===== src/rtl/btn_pkg.sv =====
// Shared channel indices, debounce FSM state type and counter sizing helper
// for the push-button front end.
package btn_pkg;

  localparam int BTN_SALUD     = 0;
  localparam int BTN_ENERGIA   = 1;
  localparam int BTN_HAMBRE    = 2;
  localparam int BTN_DIVERSION = 3;
  localparam int BTN_RESET     = 4;
  localparam int BTN_TEST      = 5;
  localparam int N_BTN         = 6;

  typedef enum logic [1:0] {
    IDLE       = 2'd0,
    PRESS_WAIT = 2'd1,
    HELD       = 2'd2,
    REL_WAIT   = 2'd3
  } btn_state_e;

  // Bits needed to hold every value 0..max_val without wrapping.
  function automatic int cnt_w(input int unsigned max_val);
    return (max_val < 2) ? 1 : $clog2(max_val + 1);
  endfunction

endpackage


===== src/rtl/btn_debounce.sv =====
// One button channel: synchroniser, debounce FSM, optional long-press timer
// and the output pulse stretcher.
//
// state      | meaning
// IDLE       | released and stable, waiting for a press level
// PRESS_WAIT | press level seen, checking it stays stable
// HELD       | debounced press, level output high
// REL_WAIT   | release level seen, checking it stays stable
module btn_debounce
  import btn_pkg::*;
#(
  parameter int unsigned DEBOUNCE_CYC = 1_000_000,
  parameter int unsigned LONG_CYC     = 250_000_000,
  parameter int unsigned STRETCH_CYC  = 5_000_000,
  parameter bit          ACTIVE_LOW   = 1'b1,
  parameter bit          LONG_EN      = 1'b0
) (
  input  logic clk,
  input  logic rst,
  input  logic raw_i,
  output logic level_o,
  output logic pulse_o
);

  localparam int DW = cnt_w(DEBOUNCE_CYC);
  localparam int SW = cnt_w(STRETCH_CYC);

  logic          sync1_q, sync2_q;
  btn_state_e    state_q;
  logic [DW-1:0] dbc_q;
  logic          level_q;
  logic [SW-1:0] stretch_q, stretch_d;
  logic          pulse_q;

  logic dbc_done, press_evt, long_evt, trig;

  // Polarity is folded in ahead of the flops so their reset value reads as
  // "released"; a pin held through reset then sees the full sync latency.
  always_ff @(posedge clk or posedge rst) begin
    if (rst) begin
      sync1_q <= 1'b0;
      sync2_q <= 1'b0;
    end else begin
      sync1_q <= raw_i ^ ACTIVE_LOW;
      sync2_q <= sync1_q;
    end
  end

  assign dbc_done  = (dbc_q == DW'(DEBOUNCE_CYC - 1));
  assign press_evt = (state_q == PRESS_WAIT) && sync2_q && dbc_done;

  always_ff @(posedge clk or posedge rst) begin
    if (rst) begin
      state_q <= IDLE;
      dbc_q   <= '0;
      level_q <= 1'b0;
    end else begin
      case (state_q)
        IDLE: begin
          if (sync2_q) begin
            state_q <= PRESS_WAIT;
            dbc_q   <= '0;
          end
        end
        PRESS_WAIT: begin
          if (!sync2_q) begin
            state_q <= IDLE;
          end else if (dbc_done) begin
            state_q <= HELD;
            level_q <= 1'b1;
          end else begin
            dbc_q <= dbc_q + 1'b1;
          end
        end
        HELD: begin
          if (!sync2_q) begin
            state_q <= REL_WAIT;
            dbc_q   <= '0;
          end
        end
        REL_WAIT: begin
          if (sync2_q) begin
            state_q <= HELD;
          end else if (dbc_done) begin
            state_q <= IDLE;
            level_q <= 1'b0;
          end else begin
            dbc_q <= dbc_q + 1'b1;
          end
        end
        default: state_q <= IDLE;
      endcase
    end
  end

  generate
    if (LONG_EN) begin : g_long
      localparam int LW = cnt_w(LONG_CYC);
      logic [LW-1:0] hold_q;

      // Saturates one past the firing value so the long event is single-shot.
      always_ff @(posedge clk or posedge rst) begin
        if (rst) begin
          hold_q <= '0;
        end else if (!level_q) begin
          hold_q <= '0;
        end else if (hold_q != LW'(LONG_CYC)) begin
          hold_q <= hold_q + 1'b1;
        end
      end

      assign long_evt = level_q && (hold_q == LW'(LONG_CYC - 1));
    end else begin : g_no_long
      assign long_evt = 1'b0;
    end
  endgenerate

  assign trig = LONG_EN ? long_evt : press_evt;

  always_comb begin
    stretch_d = stretch_q;
    if (trig) begin
      stretch_d = SW'(STRETCH_CYC);
    end else if (stretch_q != '0) begin
      stretch_d = stretch_q - 1'b1;
    end
  end

  always_ff @(posedge clk or posedge rst) begin
    if (rst) begin
      stretch_q <= '0;
      pulse_q   <= 1'b0;
    end else begin
      stretch_q <= stretch_d;
      pulse_q   <= (stretch_d != '0);
    end
  end

  assign level_o = level_q;
  assign pulse_o = pulse_q;

endmodule


===== src/rtl/button_conditioner.sv =====
// Six-channel push-button front end: debounced levels plus stretched press
// pulses (care buttons) and stretched long-press pulses (reset, test).
module button_conditioner
  import btn_pkg::*;
#(
  parameter int unsigned DEBOUNCE_CYC = 1_000_000,
  parameter int unsigned LONG_CYC     = 250_000_000,
  parameter int unsigned STRETCH_CYC  = 5_000_000,
  parameter bit          ACTIVE_LOW   = 1'b1
) (
  input  logic             clk,
  input  logic             rst,
  input  logic [N_BTN-1:0] btn_raw,
  output logic [N_BTN-1:0] btn_level,
  output logic             btn_salud,
  output logic             btn_energia,
  output logic             btn_hambre,
  output logic             btn_diversion,
  output logic             btn_reset,
  output logic             btn_test
);

  logic [N_BTN-1:0] level_w;
  logic [N_BTN-1:0] pulse_w;

  for (genvar g = 0; g < N_BTN; g++) begin : g_ch
    btn_debounce #(
      .DEBOUNCE_CYC (DEBOUNCE_CYC),
      .LONG_CYC     (LONG_CYC),
      .STRETCH_CYC  (STRETCH_CYC),
      .ACTIVE_LOW   (ACTIVE_LOW),
      .LONG_EN      (g >= BTN_RESET)
    ) u_ch (
      .clk     (clk),
      .rst     (rst),
      .raw_i   (btn_raw[g]),
      .level_o (level_w[g]),
      .pulse_o (pulse_w[g])
    );
  end

  assign btn_level     = level_w;
  assign btn_salud     = pulse_w[BTN_SALUD];
  assign btn_energia   = pulse_w[BTN_ENERGIA];
  assign btn_hambre    = pulse_w[BTN_HAMBRE];
  assign btn_diversion = pulse_w[BTN_DIVERSION];
  assign btn_reset     = pulse_w[BTN_RESET];
  assign btn_test      = pulse_w[BTN_TEST];

endmodule


===== config.mk =====
export PLATFORM = sky130hd
export DESIGN_NAME = button_conditioner
export DESIGN_NICKNAME = d
export VERILOG_FILES = /design/src/rtl/btn_pkg.sv /design/src/rtl/btn_debounce.sv /design/src/rtl/button_conditioner.sv
export SDC_FILE = /design/constraint.sdc
export NUM_CORES = 1
export LEC_CHECK = 0
export CAP_MARGIN = 20
export CORE_MARGIN = 3
export CORE_UTILIZATION = 35
export CTS_CLUSTER_DIAMETER = 50
export DETAILED_ROUTE_END_ITERATION = 12
export HOLD_SLACK_MARGIN = 0.1
export PLACE_DENSITY = 0.52
export SLEW_MARGIN = 20
export SYNTH_ARGS = -nofsm -noshare
export SYNTH_HDL_FRONTEND = slang
export SYNTH_SLANG_ARGS = --single-unit

===== constraint.sdc =====
create_clock -name clk -period 34 [get_ports clk]
set_clock_uncertainty 0.15 [all_clocks]
set_input_delay 6.8 -clock clk [delete_from_list [all_inputs] [get_ports clk]]
set_output_delay 6.8 -clock clk [all_outputs]
set_load 0.05 [all_outputs]

# Yosys cells after proc, flatten, opt, wreduce, memory -nomap -nowiden
# Cells that the tools add are included.
[totals]
reg_bits = 350
output_inout_bits = 12
wordCells = 318
[classes]
addsub = 14
n_eq_ne = 78
mux = 124
bitwise = 6
reduce_logical = 52
[op_table]
columns = ["operator", "n"]
rows = [
  ["$mux W20", 30],
  ["$pmux W20 S4", 6],
  ["$mux W23", 12],
  ["$reduce_bool A23 Y1", 12],
  ["$sub A23 B1 Y23 const B", 6],
  ["$add A20 B1 Y20 const B", 6],
  ["$eq A20 B20 Y1 const B", 6],
  ["$mux W28", 4],
  ["$mux W2", 36],
  ["$add A28 B1 Y28 const B", 2],
  ["$eq A28 B28 Y1 const B", 2],
  ["$ne A28 B28 Y1 const B", 2],
  ["$ne A2 B1 Y1 const B", 24],
  ["$pmux W2 S4", 6],
  ["$reduce_and A4 Y1", 12],
  ["$reduce_and A5 Y1", 6],
  ["$ne A2 B2 Y1 const B", 14],
  ["$eq A2 B2 Y1 const B", 12],
  ["$mux W1", 24],
  ["$ne A3 B1 Y1 const B", 6],
  ["$ne A3 B3 Y1 const B", 6],
  ["$eq A2 B1 Y1 const B", 6],
  ["$logic_not A2 Y1", 6],
  ["$pmux W1 S2", 6],
  ["other kinds (3)", 22],
]

# Longest topological paths before layout
# Gate-level depths: netlist of the first run.
[logic_depth]
word_depth = 5
ltp_mapped = 13
mapped_depth_nobuf = 11

# Cells and area by module
# From an unflattened synthesis of the first run, not the netlist that was laid out.
[hier_totals]
cells_unflattened = 1987
area_unflattened_um2 = 18614.1
[by_module_without_submodules]
columns = ["mod", "instances", "cells_per_inst", "area_each_um2"]
rows = [
  ["btn_debounce at g_ch[1].u_ch ...", 3, 280, 2612.5],
  ["btn_debounce at g_ch[4].u_ch", 1, 437, 4122.7],
  ["btn_debounce at g_ch[5].u_ch", 1, 426, 3991.3],
  ["btn_debounce at g_ch[0].u_ch", 1, 284, 2662.6],
]

# Worst setup path after synthesis of the first run
# OpenSTA, ideal clock, no wires.
[synth_path]
kind = "flip-flop to output port"
startpoint = "reg g_ch[3].u_ch.pulse_q"
endpoint = "out btn_diversion"
arrival_ps = 586
slack_ps = 26464
path_stages_with_launch = 1
n_path_buf = 0
path_cell_list = "dfrtp_1"
[synth_rtl]
columns = ["element", "line", "text"]
rows = [
  ["from (decl)", "btn_debounce.sv:33", "logic pulse_q;"],
  ["from (signal assigned)", "btn_debounce.sv:135", "pulse_q <= (stretch_d != '0);"],
  ["to (decl)", "button_conditioner.sv:18", "output logic btn_diversion,"],
]
# No word-level cell between the ends.

# Worst setup path in the final report of the first run
[layout_path]
startpoint = "reg g_ch[4].u_ch.level_q"
endpoint = "out btn_level[4]"
[layout_rtl]
columns = ["element", "line", "text"]
rows = [
  ["from (decl)", "btn_debounce.sv:31", "logic level_q;"],
  ["from (signal assigned)", "btn_debounce.sv:56", "level_q <= 1'b0;"],
  ["from (signal assigned)", "btn_debounce.sv:70", "level_q <= 1'b1;"],
  ["from (signal assigned)", "btn_debounce.sv:86", "level_q <= 1'b0;"],
  ["to (decl)", "button_conditioner.sv:14", "output logic [N_BTN-1:0] btn_level,"],
]
# No word-level cell between the ends.

==> implementation parameters, run 1 <==
Parameter                              Value

STA
  Final hold violation count    0
  Final setup viols    0
  Sum of negative setup slack    0 ns
  Post-route fraction of the period consumed by the critical path    25.6%
  Max-Slew Margin vs Limit    30.9%
  Minimum period implied by the final worst setup slack    8.71 ns
  Unrepaired setup endpoints after global routing    no
  Final max-slew violation count    0
  Transition time at the pin with the least slew margin    1.01 ns
  Worst Hold Margin    0.194 ns
  Achievable Freq    115 MHz

CTS
  Cts bufs inserted    48
  Total number of clock tree sinks    350
  Insertion delay of the later-clocked pin in the worst-skew pair    0.58 ns
  Post-CTS Hold Buffers    0
  Number of H-tree branching levels    2
  Clk root buf    sky130_fd_sc_hd__clkbuf_16
  CTS max path bufs    3
  Clock tree from TritonCTS    done
  PostCTS Resize Cnt    0
  Clk slew on worst S/H paths    0.06 ns
  Postcts setup bufs    0

Floorplanning
  Overall die area    0.0558 mm²
  IO Count    20
  Die extent in x    236 µm
  Total core area    0.0519 mm²
  Die Y-Extent    236 µm
  Starting utilization of the core area    35.7%
  Number of placement rows    83

Worst hold path
  Class of the most critical hold timing path    reg2reg

GRT
  Vias in the first global route    14.2k
  Pin count of the biggest net entering global routing    135
  Antenna violations before repair    0
  Wire length of the first global-routing pass    68.7 mm
  Grt ovf    0
  GRT Total Usage    14.2%

Synthesis
  Share of the synthesized area in the top cell type    47.2%
  Synthesized instance count    1997
  Top_reg_cell synth    sky130_fd_sc_hd__dfrtp_1
  Mean instance size in the synthesized netlist    9.29 µm²
  Synthesis-stage register bit count    350
  Syn Std Cell Area    0.0186 mm²
  Number of nets in the synthesized netlist    2027
  Cell type contributing the most total cell area after synthesis    sky130_fd_sc_hd__dfrtp_1
  Share of flip-flops with an asynchronous set or reset    100%
  Distinct cell type count of the synthesized netlist    76
  Number of flops mapped to enable cells by yosys    0
  Leading cell types by total area after synthesis    sky130_fd_sc_hd__dfrtp_1 (47%), sky130_fd_sc_hd__xnor2_1 (5.8%), sky130_fd_sc_hd__nor2_1 (5.4%)
  Synthesis warning total    0
  Sequential share of the synthesized area    47.2%

Routing
  Routed len/inst    14.4 µm
  Avg Vias per Cell    5.26
  DRC violation total after the first TritonRoute iteration    762
  Number of nets with antenna violations after routing    0
  Detailed-route via count    14.4k
  Number of search-and-repair iterations in the first detailed-routing pass    5
  DRC    0
  Post-Route WL    39.5 mm

Layout
  Storage element area    0.00876 mm²
  Total of fill cells in the finished design    5179
  Layout-stage area growth over the synthesis result    14.0%
  Area of combinational cells with multiple inputs    0.00932 mm²
  Diode count    0
  Number of nets in the layout    2046
  Fraction of final layout cells with drive strength greater than 1    6.86%

Power
  Worst IR drop on VDD    0.0299 mV
  Combinational power share    2.1%
  Switch Pwr    0.210 mW
  Internal power consumption    0.755 mW
  Static power due to leakage    9.77 nW
  Sequential share of power    44.1%
  Sw Share    21.7%
  Share of total power in the clock network    53.8%
  Power density of the placed cells    45.6 mW/mm²

Worst setup path
  Total buffers and inverters traversed by the critical path    1
  CP max-delay cell    sky130_fd_sc_hd__clkdlybuf4s50_1
  Series of cell instances along the critical path    clkdlybuf4s50_1
  WP data arrival    1.76 ns
  Required @ worst endpoint    27.05 ns
  CP startpoint kind    flip-flop
  Worst Setup Path Type    reg2out
  Critical path's top delay family    buffers and inverters
  Crit end category    output pin
  Maximum cell stage delay along the critical path    0.81 ns
  Largest fanout on the critical path    2

Flow run
  Max cap viols    0

Placed design
  RePlAce Congestion    0.821
  I/O Buffers    19
  Hpwl dp    26.3 mm

Status
  Status    finished, final reports clean
-- layout make-up --
| type | instances | share of cell area [%] |
|---|---|---|
| multi-input cells | 1523 | 44.1 |
| clock buffers | 65 | 6.47 |
| flip-flops and latches | 350 | 41.4 |
| well taps | 680 | 4.02 |
| repair buffers | 30 | 1.42 |
| clock inverters | 23 | 1.46 |
| inverters | 63 | 1.15 |
-- per-layer routing --
| metal | vias to the layer above | global-route usage (%) | part of all wire, % | wire, µm |
|---|---|---|---|---|
| li1 | 7125 | - | - | - |
| met1 | 7024 | 18.7 | 48 | 18900 |
| met2 | 177 | 23.7 | 47 | 18400 |
| met3 | 60 | 2.42 | 3.3 | 1280 |
| met4 | 0 | 4.60 | 2.2 | 856 |
| met5 | - | 0 | 0 | 0 |
-- path summary, 6_finish.rpt --
path,start,end,slack (ns),cells past startpoint
setup / recovery,g_ch[4].u_ch.level_o,btn_level[4],25.29,1
hold / removal,g_ch[0].u_ch.sync1_q,g_ch[0].u_ch.sync2_q,0.19,0
setup reg to reg,g_ch[4].u_ch.stretch_q[0],g_ch[4].u_ch.pulse_o,30.32,9
hold reg to reg,g_ch[0].u_ch.sync1_q,g_ch[0].u_ch.sync2_q,0.19,0
max in group asynchronous,rst,g_ch[4].u_ch.stretch_q[16],25.43,4
min in group asynchronous,rst,g_ch[1].u_ch.sync1_q,6.46,2
-- cells by family after synthesis --
family,share of synthesized area [%]
buf+inv,2.69
flops,47.2
simple gates,29.5
compound gates,7.48
mux,1.34
fa+ha+maj,1.48
xor+xnor,10.3
-- cell usage in the layout, fill, tap and decap left out, types with 9 or more instances in the layout --
master                            count
sky130_fd_sc_hd__clkdlybuf4s50_1     19
sky130_fd_sc_hd__nor4b_1             12
sky130_fd_sc_hd__nor3_1              68
sky130_fd_sc_hd__clkbuf_16           50
sky130_fd_sc_hd__o31ai_1              9
sky130_fd_sc_hd__nor3b_1             10
sky130_fd_sc_hd__and4_1              17
sky130_fd_sc_hd__xor2_1              95
sky130_fd_sc_hd__nor4_1              48
sky130_fd_sc_hd__nand4b_1            11
sky130_fd_sc_hd__ha_1                22
sky130_fd_sc_hd__nand2_1            171
sky130_fd_sc_hd__a21oi_1             75
sky130_fd_sc_hd__nand4_1             77
sky130_fd_sc_hd__inv_1               62
sky130_fd_sc_hd__o21ai_0             77
sky130_fd_sc_hd__and3_1              25
sky130_fd_sc_hd__o211ai_1            13
sky130_fd_sc_hd__dfrtp_1            350
sky130_fd_sc_hd__mux2i_1             17
sky130_fd_sc_hd__nor2b_1             18
sky130_fd_sc_hd__or3_1               58
sky130_fd_sc_hd__clkbuf_1             9
sky130_fd_sc_hd__xnor2_1            122
sky130_fd_sc_hd__or2_2                9
sky130_fd_sc_hd__or4_1               27
sky130_fd_sc_hd__nand3_1             91
sky130_fd_sc_hd__and2_1              59
sky130_fd_sc_hd__nor2_1             264
-- power groups by stage --
stage	clock (mW)	sequential [mW]	combinational, mW
2_1_floorplan	0	0.431	0.0148
3_3_place_gp	0	0.432	0.0205
3_5_place_dp	0	0.433	0.0208
4_1_cts	0.539	0.425	0.0209
5_1_grt	0.558	0.426	0.0243
6_report	0.519	0.425	0.0202
-- synthesized netlist by cell type (13+ instances only) --
cell                       instances
sky130_fd_sc_hd__ha_1             22
sky130_fd_sc_hd__nor3_1           68
sky130_fd_sc_hd__inv_1            63
sky130_fd_sc_hd__nor2b_1          19
sky130_fd_sc_hd__xor2_1           95
sky130_fd_sc_hd__mux2i_1          17
sky130_fd_sc_hd__or3_1            58
sky130_fd_sc_hd__o211ai_1         13
sky130_fd_sc_hd__a21oi_1          75
sky130_fd_sc_hd__and4_1           17
sky130_fd_sc_hd__and2_1           59
sky130_fd_sc_hd__nor2_1          268
sky130_fd_sc_hd__o21ai_0          77
sky130_fd_sc_hd__and3_1           25
sky130_fd_sc_hd__or4_1            27
sky130_fd_sc_hd__xnor2_1         122
sky130_fd_sc_hd__dfrtp_1         350
sky130_fd_sc_hd__nand4_1          77
sky130_fd_sc_hd__nand3_1          91
sky130_fd_sc_hd__nand2_1         171
sky130_fd_sc_hd__clkbuf_1         45
sky130_fd_sc_hd__nor4_1           50
-- sequential cells by signal (all words and copies together), names as in the netlist, named ones only --
register and count:
g_ch.u_ch.g_long.hold_q 56, g_ch.u_ch.state_q 6, g_ch.u_ch.dbc_q 120, g_ch.u_ch.pulse_o 6, g_ch.u_ch.level_o 6, g_ch.u_ch.stretch_q 138
g_ch.u_ch.sync2_q 6, g_ch.u_ch.sync1_q 6
-- metrics by stage --
stage / total power, mW / setup slack, ns / utilization, % / cells / instance area, µm²
finish: 0.964 / 25.29 / 40.7 / 2734 / 21200
global route: 1.01 / 25.08 / 40.7 / 2734 / 21200
CTS: 0.985 / 24.47 / 40.7 / 2733 / 21100
detailed placement: 0.453 / 23.84 / 37.4 / 2645 / 19400
global placement: 0.453 / 23.86 / 37.4 / 2645 / 19400
floorplan: 0.446 / 17.34 / - / 1997 / 18600
No activity file was read; power rests on OpenSTA's default activity.
==> run 2, diff against run 1 <==
--- a/config.mk
+++ b/config.mk
@@ -11,7 +11,7 @@
 export CTS_CLUSTER_DIAMETER = 50
 export DETAILED_ROUTE_END_ITERATION = 12
 export HOLD_SLACK_MARGIN = 0.1
-export PLACE_DENSITY = 0.52
+export PLACE_DENSITY = 0.54
 export SLEW_MARGIN = 20
 export SYNTH_ARGS = -nofsm -noshare
 export SYNTH_HDL_FRONTEND = slang
==> constraint.sdc (replaced) <==
create_clock -name clk -period 7 [get_ports clk]
set_clock_uncertainty 0.15 [all_clocks]
set_input_delay 1.4 -clock clk [delete_from_list [all_inputs] [get_ports clk]]
set_output_delay 1.4 -clock clk [all_outputs]
set_load 0.05 [all_outputs]
==> run 2 against run 1 <==
  * Core utilization increased by 0.38 points
  * Sequential power grew to 4.9 times the previous value
  * Combinational power rose to 5.0 times the previous value
  * Count of clock-buffer cells in the layout up 2
  * Register-to-register slack worse by 27 ns
  * Worst hold slack better by 0.0021 ns
  * Via count down 1.2%
  * First-iteration DRC count increased by 18%
==> implementation parameters, run 2 (synthesis results as in run 1) <==
Parameter                              Value

GRT
  Pin count of the biggest net entering global routing    184
  Antenna violations before repair    0
  GRT Total Usage    13.8%
  Wire length of the first global-routing pass    67.3 mm
  Grt ovf    0
  Vias in the first global route    14.0k

Routing
  DRC    0
  Avg Vias per Cell    5.19
  Number of nets with antenna violations after routing    0
  Routed len/inst    14.1 µm
  Detailed-route via count    14.2k
  DRC violation total after the first TritonRoute iteration    902
  Post-Route WL    38.6 mm
  Number of search-and-repair iterations in the first detailed-routing pass    5

CTS
  Insertion delay of the later-clocked pin in the worst-skew pair    0.57 ns
  Cts bufs inserted    53
  Post-CTS Hold Buffers    0
  Number of H-tree branching levels    2
  Clk slew on worst S/H paths    0.05 ns
  Clock tree from TritonCTS    done
  Postcts setup bufs    0
  CTS max path bufs    3
  Clk root buf    sky130_fd_sc_hd__clkbuf_16
  Total number of clock tree sinks    350
  PostCTS Resize Cnt    0

STA
  Minimum period implied by the final worst setup slack    3.96 ns
  Unrepaired setup endpoints after global routing    no
  Final hold violation count    0
  Final max-slew violation count    0
  Max-Slew Margin vs Limit    27.0%
  Final setup viols    0
  Sum of negative setup slack    0 ns
  Transition time at the pin with the least slew margin    1.07 ns
  Achievable Freq    252 MHz
  Post-route fraction of the period consumed by the critical path    56.6%

Layout
  Top reg by flops    g_ch.u_ch.stretch_q
  Number of nets in the layout    2048
  Most frequent standard cell in the layout excluding fill and tap cells    sky130_fd_sc_hd__dfrtp_1
  End-of-flow core utilization    41.1%
  Diode count    0
  Layout-stage area growth over the synthesis result    15.1%
  Flip-flop count of the largest register, all copies and words added    138
  Count of non-filler cells in the finished layout    2738
  Fraction of final layout cells with drive strength greater than 1    7.14%
  Total of fill cells in the finished design    5098
  Leading registers by flop count    g_ch.u_ch.stretch_q (138), g_ch.u_ch.dbc_q (120), g_ch.u_ch.g_long.hold_q (56)
  Commonest cells after routing, fill and taps aside    sky130_fd_sc_hd__dfrtp_1 (350), sky130_fd_sc_hd__nor2_1 (264), sky130_fd_sc_hd__nand2_1 (171), sky130_fd_sc_hd__xnor2_1 (122), sky130_fd_sc_hd__xor2_1 (95)

Worst setup path
  Total buffers and inverters traversed by the critical path    1
  Largest fanout on the critical path    32
  CP max-delay cell    sky130_fd_sc_hd__clkdlybuf4s50_1
  Worst Setup Path Type    reg2out
  Reg2Reg Depth    7
  Required @ worst endpoint    5.45 ns
  CP startpoint kind    flip-flop
  WP data arrival    2.41 ns
  Crit end category    output pin
  Series of cell instances along the critical path    clkdlybuf4s50_1
  Maximum cell stage delay along the critical path    1.01 ns
  Critical path's top delay family    buffers and inverters
  CP Depth    1

Power
  Design Power    4.95 mW
  Worst IR drop on VDD    0.171 mV
  Power density of the placed cells    232 mW/mm²
  Static power due to leakage    9.86 nW

Floorplanning
  Die Y-Extent    236 µm
  Starting utilization of the core area    35.7%
  IO Count    20
  Number of placement rows    83
  Die extent in x    236 µm
  Total core area    0.0519 mm²
  Overall die area    0.0558 mm²

Placed design
  Hpwl dp    25.5 mm
  I/O Buffers    19
  Placed cells    2641
  RePlAce Congestion    0.856

Status
  Status    finished, final reports clean

Worst hold path
  Class of the most critical hold timing path    reg2reg
  Number of stages on the worst hold path    0

Flow run
  Max cap viols    0
[run 2: worst paths after layout]
| check | start | end | slack (ns) |
|---|---|---|---|
| worst max-delay path | g_ch[4].u_ch.level_o | btn_level[4] | 3.04 |
| worst min-delay path | g_ch[4].u_ch.sync1_q | g_ch[4].u_ch.sync2_q | 0.20 |
| worst max register to register | g_ch[4].u_ch.level_o | g_ch[4].u_ch.pulse_o | 3.42 |
| worst min register to register | g_ch[4].u_ch.sync1_q | g_ch[4].u_ch.sync2_q | 0.20 |
| max in group asynchronous | rst | g_ch[0].u_ch.stretch_q[15] | 4.47 |
| min in group asynchronous | rst | g_ch[1].u_ch.sync2_q | 0.98 |
[run 2: layer usage]
metal / track usage [%] / part of all wire (%) / vias to the layer above
met5: 0 / 0 / -
met4: 4.12 / 2.1 / 0
met3: 2.97 / 3.6 / 57
met2: 22.3 / 45 / 166
met1: 18.8 / 49 / 6873
li1: - / - / 7112
[run 2: final cells by class]
class                      instances  area [µm²]  area share, %
tap                              680         851           3.99
clock buffer                      67        1450           6.79
clock inverter                    28         422           1.98
inverter                          63         240           1.13
sequential                       350        8760           41.0
timing repair buffer              27         308           1.44
multi-input combinational       1523        9320           43.7
[run 2: where the power goes]
group	total [mW]	internal [mW]	switching, mW
clock	2.78	1.80	0.979
combinational	0.100	0.0277	0.0727
sequential	2.07	2.04	0.0211
[run 2: through the flow]
| stage | worst slack [ns] | cell area (µm²) | hold slack [ns] |
|---|---|---|---|
| after floorplan | 0.764 | 18600 | 0.181 |
| after global placement | 3.29 | 19400 | 0.182 |
| after detailed placement | 3.30 | 19400 | 0.188 |
| after CTS | 2.93 | 21300 | 0.199 |
| after global routing | 2.83 | 21300 | 0.202 |
| final | 3.04 | 21300 | 0.196 |
